## config.mk

```make
export PLATFORM = sky130hd
export DESIGN_NAME = alu_op_sequencer
export DESIGN_NICKNAME = d
export VERILOG_FILES = /design/src/rtl/alu_op_sequencer.sv
export SDC_FILE = /design/constraint.sdc
export NUM_CORES = 1
export LEC_CHECK = 0
export CORE_MARGIN = 8
export CORE_UTILIZATION = 40
export DETAILED_ROUTE_END_ITERATION = 10
export GPL_TIMING_DRIVEN = 0
export HOLD_SLACK_MARGIN = 0.08
export PLACE_DENSITY = 0.74
export SLEW_MARGIN = 20
export SYNTH_ARGS = -nofsm -noshare
export SYNTH_HDL_FRONTEND = slang
export SYNTH_SLANG_ARGS = --single-unit
```

## constraint.sdc

```tcl
create_clock -name iClock -period 3 [get_ports iClock]
set_input_delay 0.9 -clock iClock [delete_from_list [all_inputs] [get_ports iClock]]
set_output_delay 0.9 -clock iClock [all_outputs]
set_load 0.05 [all_outputs]
```

## src/rtl/alu_op_sequencer.sv

```systemverilog
// alu_op_sequencer: command-side driver for a 16-bit ALU.
// Accepts one operation per valid/ready handshake and drives operand/opcode
// registers into the ALU. Those registers are held while the ALU latches its
// flags, then the accumulator/carry/zero are captured and returned over a
// result valid/ready handshake. Chaining reuses the last captured result as A.
//
// Ports:
//   iClock, iReset                        clock, async active-high reset
//   iCmdValid/oCmdReady                   command handshake
//   iCmdOpcode, iCmdA, iCmdB, iCmdChain   command fields
//   oAluA, oAluB, oAluOpcode              registered ALU inputs
//   iAluAccumulator, iAluCarry, iAluZero  ALU outputs/flags
//   oResultValid/iResultReady             result handshake
//   oResult, oCarry, oZero                captured result and flags
//   oOpCount                              completed hand-offs (wraps)
module alu_op_sequencer #(
  parameter int unsigned     WIDTH  = 16,
  parameter int unsigned     OPW    = 3,
  parameter int unsigned     CNT_W  = 8,
  parameter logic [OPW-1:0]  RST_OP = '0
) (
  input  logic             iClock,
  input  logic             iReset,
  input  logic             iCmdValid,
  output logic             oCmdReady,
  input  logic [OPW-1:0]   iCmdOpcode,
  input  logic [WIDTH-1:0] iCmdA,
  input  logic [WIDTH-1:0] iCmdB,
  input  logic             iCmdChain,
  output logic [WIDTH-1:0] oAluA,
  output logic [WIDTH-1:0] oAluB,
  output logic [OPW-1:0]   oAluOpcode,
  input  logic [WIDTH-1:0] iAluAccumulator,
  input  logic             iAluCarry,
  input  logic             iAluZero,
  output logic             oResultValid,
  input  logic             iResultReady,
  output logic [WIDTH-1:0] oResult,
  output logic             oCarry,
  output logic             oZero,
  output logic [CNT_W-1:0] oOpCount
);

  typedef enum logic [1:0] {
    IDLE    = 2'd0,
    ISSUE   = 2'd1,
    CAPTURE = 2'd2,
    DONE    = 2'd3
  } state_t;

  state_t           state;
  logic [WIDTH-1:0] last_result;

  // Sequencer FSM with all outputs registered.
  // oAlu* are only written on command acceptance, so they hold their last
  // issued values in every other state (keeps the ALU carry intact between
  // chained arithmetic commands).
  always_ff @(posedge iClock or posedge iReset) begin
    if (iReset) begin
      state        <= IDLE;
      oCmdReady    <= 1'b1;
      oResultValid <= 1'b0;
      oAluA        <= '0;
      oAluB        <= '0;
      oAluOpcode   <= RST_OP;
      oResult      <= '0;
      oCarry       <= 1'b0;
      oZero        <= 1'b0;
      oOpCount     <= '0;
      last_result  <= '0;
    end else begin
      case (state)
        IDLE: begin
          if (iCmdValid && oCmdReady) begin
            oAluA      <= iCmdChain ? last_result : iCmdA;
            oAluB      <= iCmdB;
            oAluOpcode <= iCmdOpcode;
            oCmdReady  <= 1'b0;
            state      <= ISSUE;
          end
        end
        // ALU latches its flags on the closing edge of this cycle.
        ISSUE: begin
          state <= CAPTURE;
        end
        CAPTURE: begin
          oResult      <= iAluAccumulator;
          last_result  <= iAluAccumulator;
          oCarry       <= iAluCarry;
          oZero        <= iAluZero;
          oResultValid <= 1'b1;
          state        <= DONE;
        end
        DONE: begin
          if (iResultReady) begin
            oResultValid <= 1'b0;
            oOpCount     <= oOpCount + CNT_W'(1);
            oCmdReady    <= 1'b1;
            state        <= IDLE;
          end
        end
        default: begin
          state        <= IDLE;
          oCmdReady    <= 1'b1;
          oResultValid <= 1'b0;
        end
      endcase
    end
  end

endmodule

```

==> summary.md, run 1 <==
| Metric | Value |
|---|---|
| # diodes | 0 |
| Cell leakage power | between 0.0015 and 0.002 uW |
| Worst setup path category | reg2out |
| Mapped Area | ~2800 sq um |
| Row count | 30 |
| Nets | slightly below 400 |
| Wire length per cell | 17.5 um |
| Vias in the first global route | 2,232 |
| Final instance area | 4290 sq um |
| R2R setup slack | 1.44 ns |
| EDFF count, synth | 0 |
| Pwr Total | approximately 5500 uW |
| 1st-iter DRT viols | 25 |
| GR Overflow Total | 0 |
| Worst hold path class | reg2reg |
| CTS tree | done |
| Commonest non-fill, non-tap cell in the layout | clkdlybuf4s50_1 |
| Antenna Nets Post-Route | 0 |
| Max-cap viol count | 0 |
| WP buf/inv | 1 |
| Relative slew slack | 0.627 |
| Area Growth Syn to Fin | 55.2% |
| Via density | between 4 and 5 |
| Crit. path cell count | 1 |
| Period Utilization, post-route | 0.881 |
| Commonest non-fill, non-tap cells in the layout | clkdlybuf4s50_1 (119), dfrtp_1 (64), nand2_1 (23) |
| CP required | between 2 and 2.5 ns |
| Crit Path Max Fanout | 5 |
| Crit-path leading delay family | buffers and inverters |
| YS warnings | 0 |
| H-tree depth | 3 |
| Yosys cell types | 25 |
| Initial antenna violation count | 0 |
| Register area share after synthesis | 0.588 |
| Worst Hold Depth | 1 |
| CP endpoint kind | primary output |
| Peak supply drop | between 0.0006 and 0.0007 V |
| Startpoint types | flip-flop |
| Mapped Nets | 264 |
| Crit-path slowest cell | clkdlybuf4s50_1 |
| First-pass GRT wire length | approximately 12,000 um |
| Largest net degree at the start of global routing | 47 |
| Ranking of synthesized cells by area | dfrtp_1 (58%), mux2_4 (9.8%), mux2_2 (8.5%), mux2i_1 (6.1%), nand2_1 (3.1%) |
| Routed wire length | between 7000 and 8000 um |
| Status | completed |
| Post-Syn Instances | about 200 |
| Clk root buf | clkbuf_8 |
| # setup viols final | 0 |
| IO Port Bufs | roughly 120 |
| Die footprint | between 9000 and 10,000 sq um |
| CTS Buf Count | 9 |
| Vias | 2,021 |
| GP Congestion | ~0.73 |
| Gates resized, CTS repair | 0 |
| Worst-path clk slew | roughly 0.08 ns |
| Top cell type's share of synthesized area | 0.579 |
| Die W | slightly below 100 um |
| CP endpoint | oCmdReady |
| Ports | 121 |
| R2R cell count | 4 |
| Worst Setup SP | oCmdReady$_DFFE_PP1P_ |
| DP Area | 4090 sq um |
| Initial Util | 0.410 |
| TritonRoute pass-1 iters | 4 |
| Detail Placement HPWL | approximately 5600 um |
| Post-CTS Setup Bufs | 0 |
| Critical Path, Cell by Cell | clkdlybuf4s50_1 |
| Average size of a mapped cell | about 14 sq um |
| Reg2reg start | state[1]$_DFFE_PP0P_ |
| Worst-margin pin slew | between 0.5 and 0.6 ns |
| Drc violations | 0 |
| Gr usage total | 0.152 |
| Cell Pwr Density | between 1000 and 1500 nW/um^2 |
| CTS sink count | 65 |
| Footprint of the multi-input gates | around 1100 sq um |
| Ys async rst share | 1.00 |
| Slew Viols, Final | 0 |
| CP peak stage delay | ~0.83 ns |
| Clk_skew | ~0.012 ns |
| Biggest area consumer among synthesized cells | dfrtp_1 |
| Share of cells above drive strength 1 | 0.193 |
| RSZ-0062 raised after global routing | false |
| Final Critical Period | 2.64 ns |
| Storage cell area | approximately 1600 sq um |
| CTS Buffer Depth | 2 |
| Highest Clock Rate | around 0.38 GHz |
| Critical path arrival | approximately 1.7 ns |
| Core area | ~6800 sq um |
| Final hold violations | 0 |
| Final WS setup | between 0.3 and 0.4 ns |
| CTS Hold Bufs | 0 |
| Die Y | slightly below 100 um |
| Synth Register Bits | 65 |
| Ys flop type | dfrtp_1 |
| R2r endpoint | state[1]$_DFFE_PP0P_ |
| Fill count | 557 |
| Post-place setup slack | between 0.7 and 0.8 ns |
| Clock latency on the worst-skew pair | between 0.3 and 0.4 ns |
==> power breakdown <==
| part | switching (uW) | total (uW) | internal [uW] |
|---|---|---|---|
| sequential | 276 | 1570 | 1300 |
| combinational | 1960 | 3160 | 1200 |
| clock | 340 | 748 | 408 |
| total | 2580 | 5480 | 2900 |
==> metal layers <==
| metal | vias up | share of wire | global-route usage |
|---|---|---|---|
| met5 | - | 0 | 0 |
| met4 | 0 | 0.019 | 0.0617 |
| met3 | 10 | 0.065 | 0.0447 |
| met2 | 67 | 0.50 | 0.258 |
| met1 | 992 | 0.42 | 0.176 |
| li1 | 952 | - | - |
==> logic make-up after synthesis <==
family	count (synthesis)	share of synthesized area
AO/OA/AOI/OAI	20	0.0366
buffers and inverters	14	0.0294
flip-flops	65	0.588
adder cells (fa/ha/maj)	5	0.0226
AND/OR/NAND/NOR	34	0.0565
XOR/XNOR	7	0.0222
multiplexers	56	0.245
==> worst min path at each step <==
stage,start,slack [ns],end
floorplan,state[1]$_DFFE_PP0P_,0.53,state[1]$_DFFE_PP0P_
global placement,oAluA[9]$_DFFE_PP0P_,0.46,oAluA[9]$_DFFE_PP0P_
detailed placement,oOpCount[7]$_DFFE_PP0P_,0.46,oOpCount[7]$_DFFE_PP0P_
CTS,oOpCount[7]$_DFFE_PP0P_,0.48,oOpCount[7]$_DFFE_PP0P_
global route,oAluA[7]$_DFFE_PP0P_,0.50,oAluA[7]$_DFFE_PP0P_
finish,oOpCount[7]$_DFFE_PP0P_,0.48,oOpCount[7]$_DFFE_PP0P_
==> per-stage QoR <==
| step | setup TNS [ns] | util | hold slack (ns) | instances |
|---|---|---|---|---|
| after floorplan | 0 | - | 0.534 | 201 |
| after global placement | -46.48 | 0.601 | 0.461 | 400 |
| after detailed placement | 0 | 0.605 | 0.464 | 401 |
| after CTS | 0 | 0.636 | 0.479 | 417 |
| after global routing | 0 | 0.636 | 0.502 | 417 |
| final | 0 | 0.636 | 0.479 | 417 |
==> Yosys cell counts, drive strengths merged, types with 3 or more instances <==
| master | number |
|---|---|
| inv | 5 |
| xnor2 | 5 |
| o21ai | 16 |
| nor2 | 4 |
| mux2i | 17 |
| mux2 | 39 |
| clkbuf | 3 |
| ha | 5 |
| a21oi | 3 |
| nand2 | 23 |
| buf | 6 |
| dfrtp | 64 |
==> flip-flops by register name (all words and copies together), names as in the netlist, 2 cells and up <==
register     flops
last_result     16
oAluA           16
oAluB           16
oAluOpcode       3
oOpCount         8
state            2
==> layout make-up <==
class                   instances  share of cell area
well taps                      80              0.0233
repair buffers                120               0.284
inverters                       5             0.00495
clock buffers                  10              0.0321
flip-flops and latches         65               0.379
clock inverters                 6              0.0157
plain buffers                   9              0.0146
multi-input cells             122               0.247
(Power assumes the default switching activity.)
==> run 2: changes to the inputs <==
--- a/config.mk
+++ b/config.mk
@@ -5,6 +5,7 @@
 export SDC_FILE = /design/constraint.sdc
 export NUM_CORES = 1
 export LEC_CHECK = 0
+export CAP_MARGIN = 25
 export CORE_MARGIN = 8
 export CORE_UTILIZATION = 40
 export DETAILED_ROUTE_END_ITERATION = 10
==> constraint.sdc (replaced) <==
create_clock -name iClock -period 3 [get_ports iClock]
set_input_delay 0.9 -clock iClock [delete_from_list [all_inputs] [get_ports iClock]]
set_output_delay 0.9 -clock iClock [all_outputs]
set_load 0.02 [all_outputs]
==> results of run 2 <==
Same layout as run 1 (identical final DEF). Status: completed.
Main changes from that run: setup slack after placement 0.706 ns -> 0.725 ns; setup slack after layout 0.356 ns -> 0.555 ns; total power 5480 uW -> 4570 uW; worst IR drop on VDD 0.000665 V -> 0.000491 V
==> run 3: changes to the inputs <==
==> constraint.sdc (replaced) <==
create_clock -name iClock -period 2.48 [get_ports iClock]
set_input_delay 0.744 -clock iClock [delete_from_list [all_inputs] [get_ports iClock]]
set_output_delay 0.744 -clock iClock [all_outputs]
set_load 0.02 [all_outputs]
==> results of run 3 <==
Same layout as run 1 (identical final DEF). Status: completed.
Main changes from that run: setup slack after placement 0.706 ns -> 0.361 ns; setup slack after layout 0.356 ns -> 0.191 ns; register-to-register setup slack 1.44 ns -> 0.92 ns; total power 5480 uW -> 5530 uW; worst IR drop on VDD 0.000665 V -> 0.000594 V
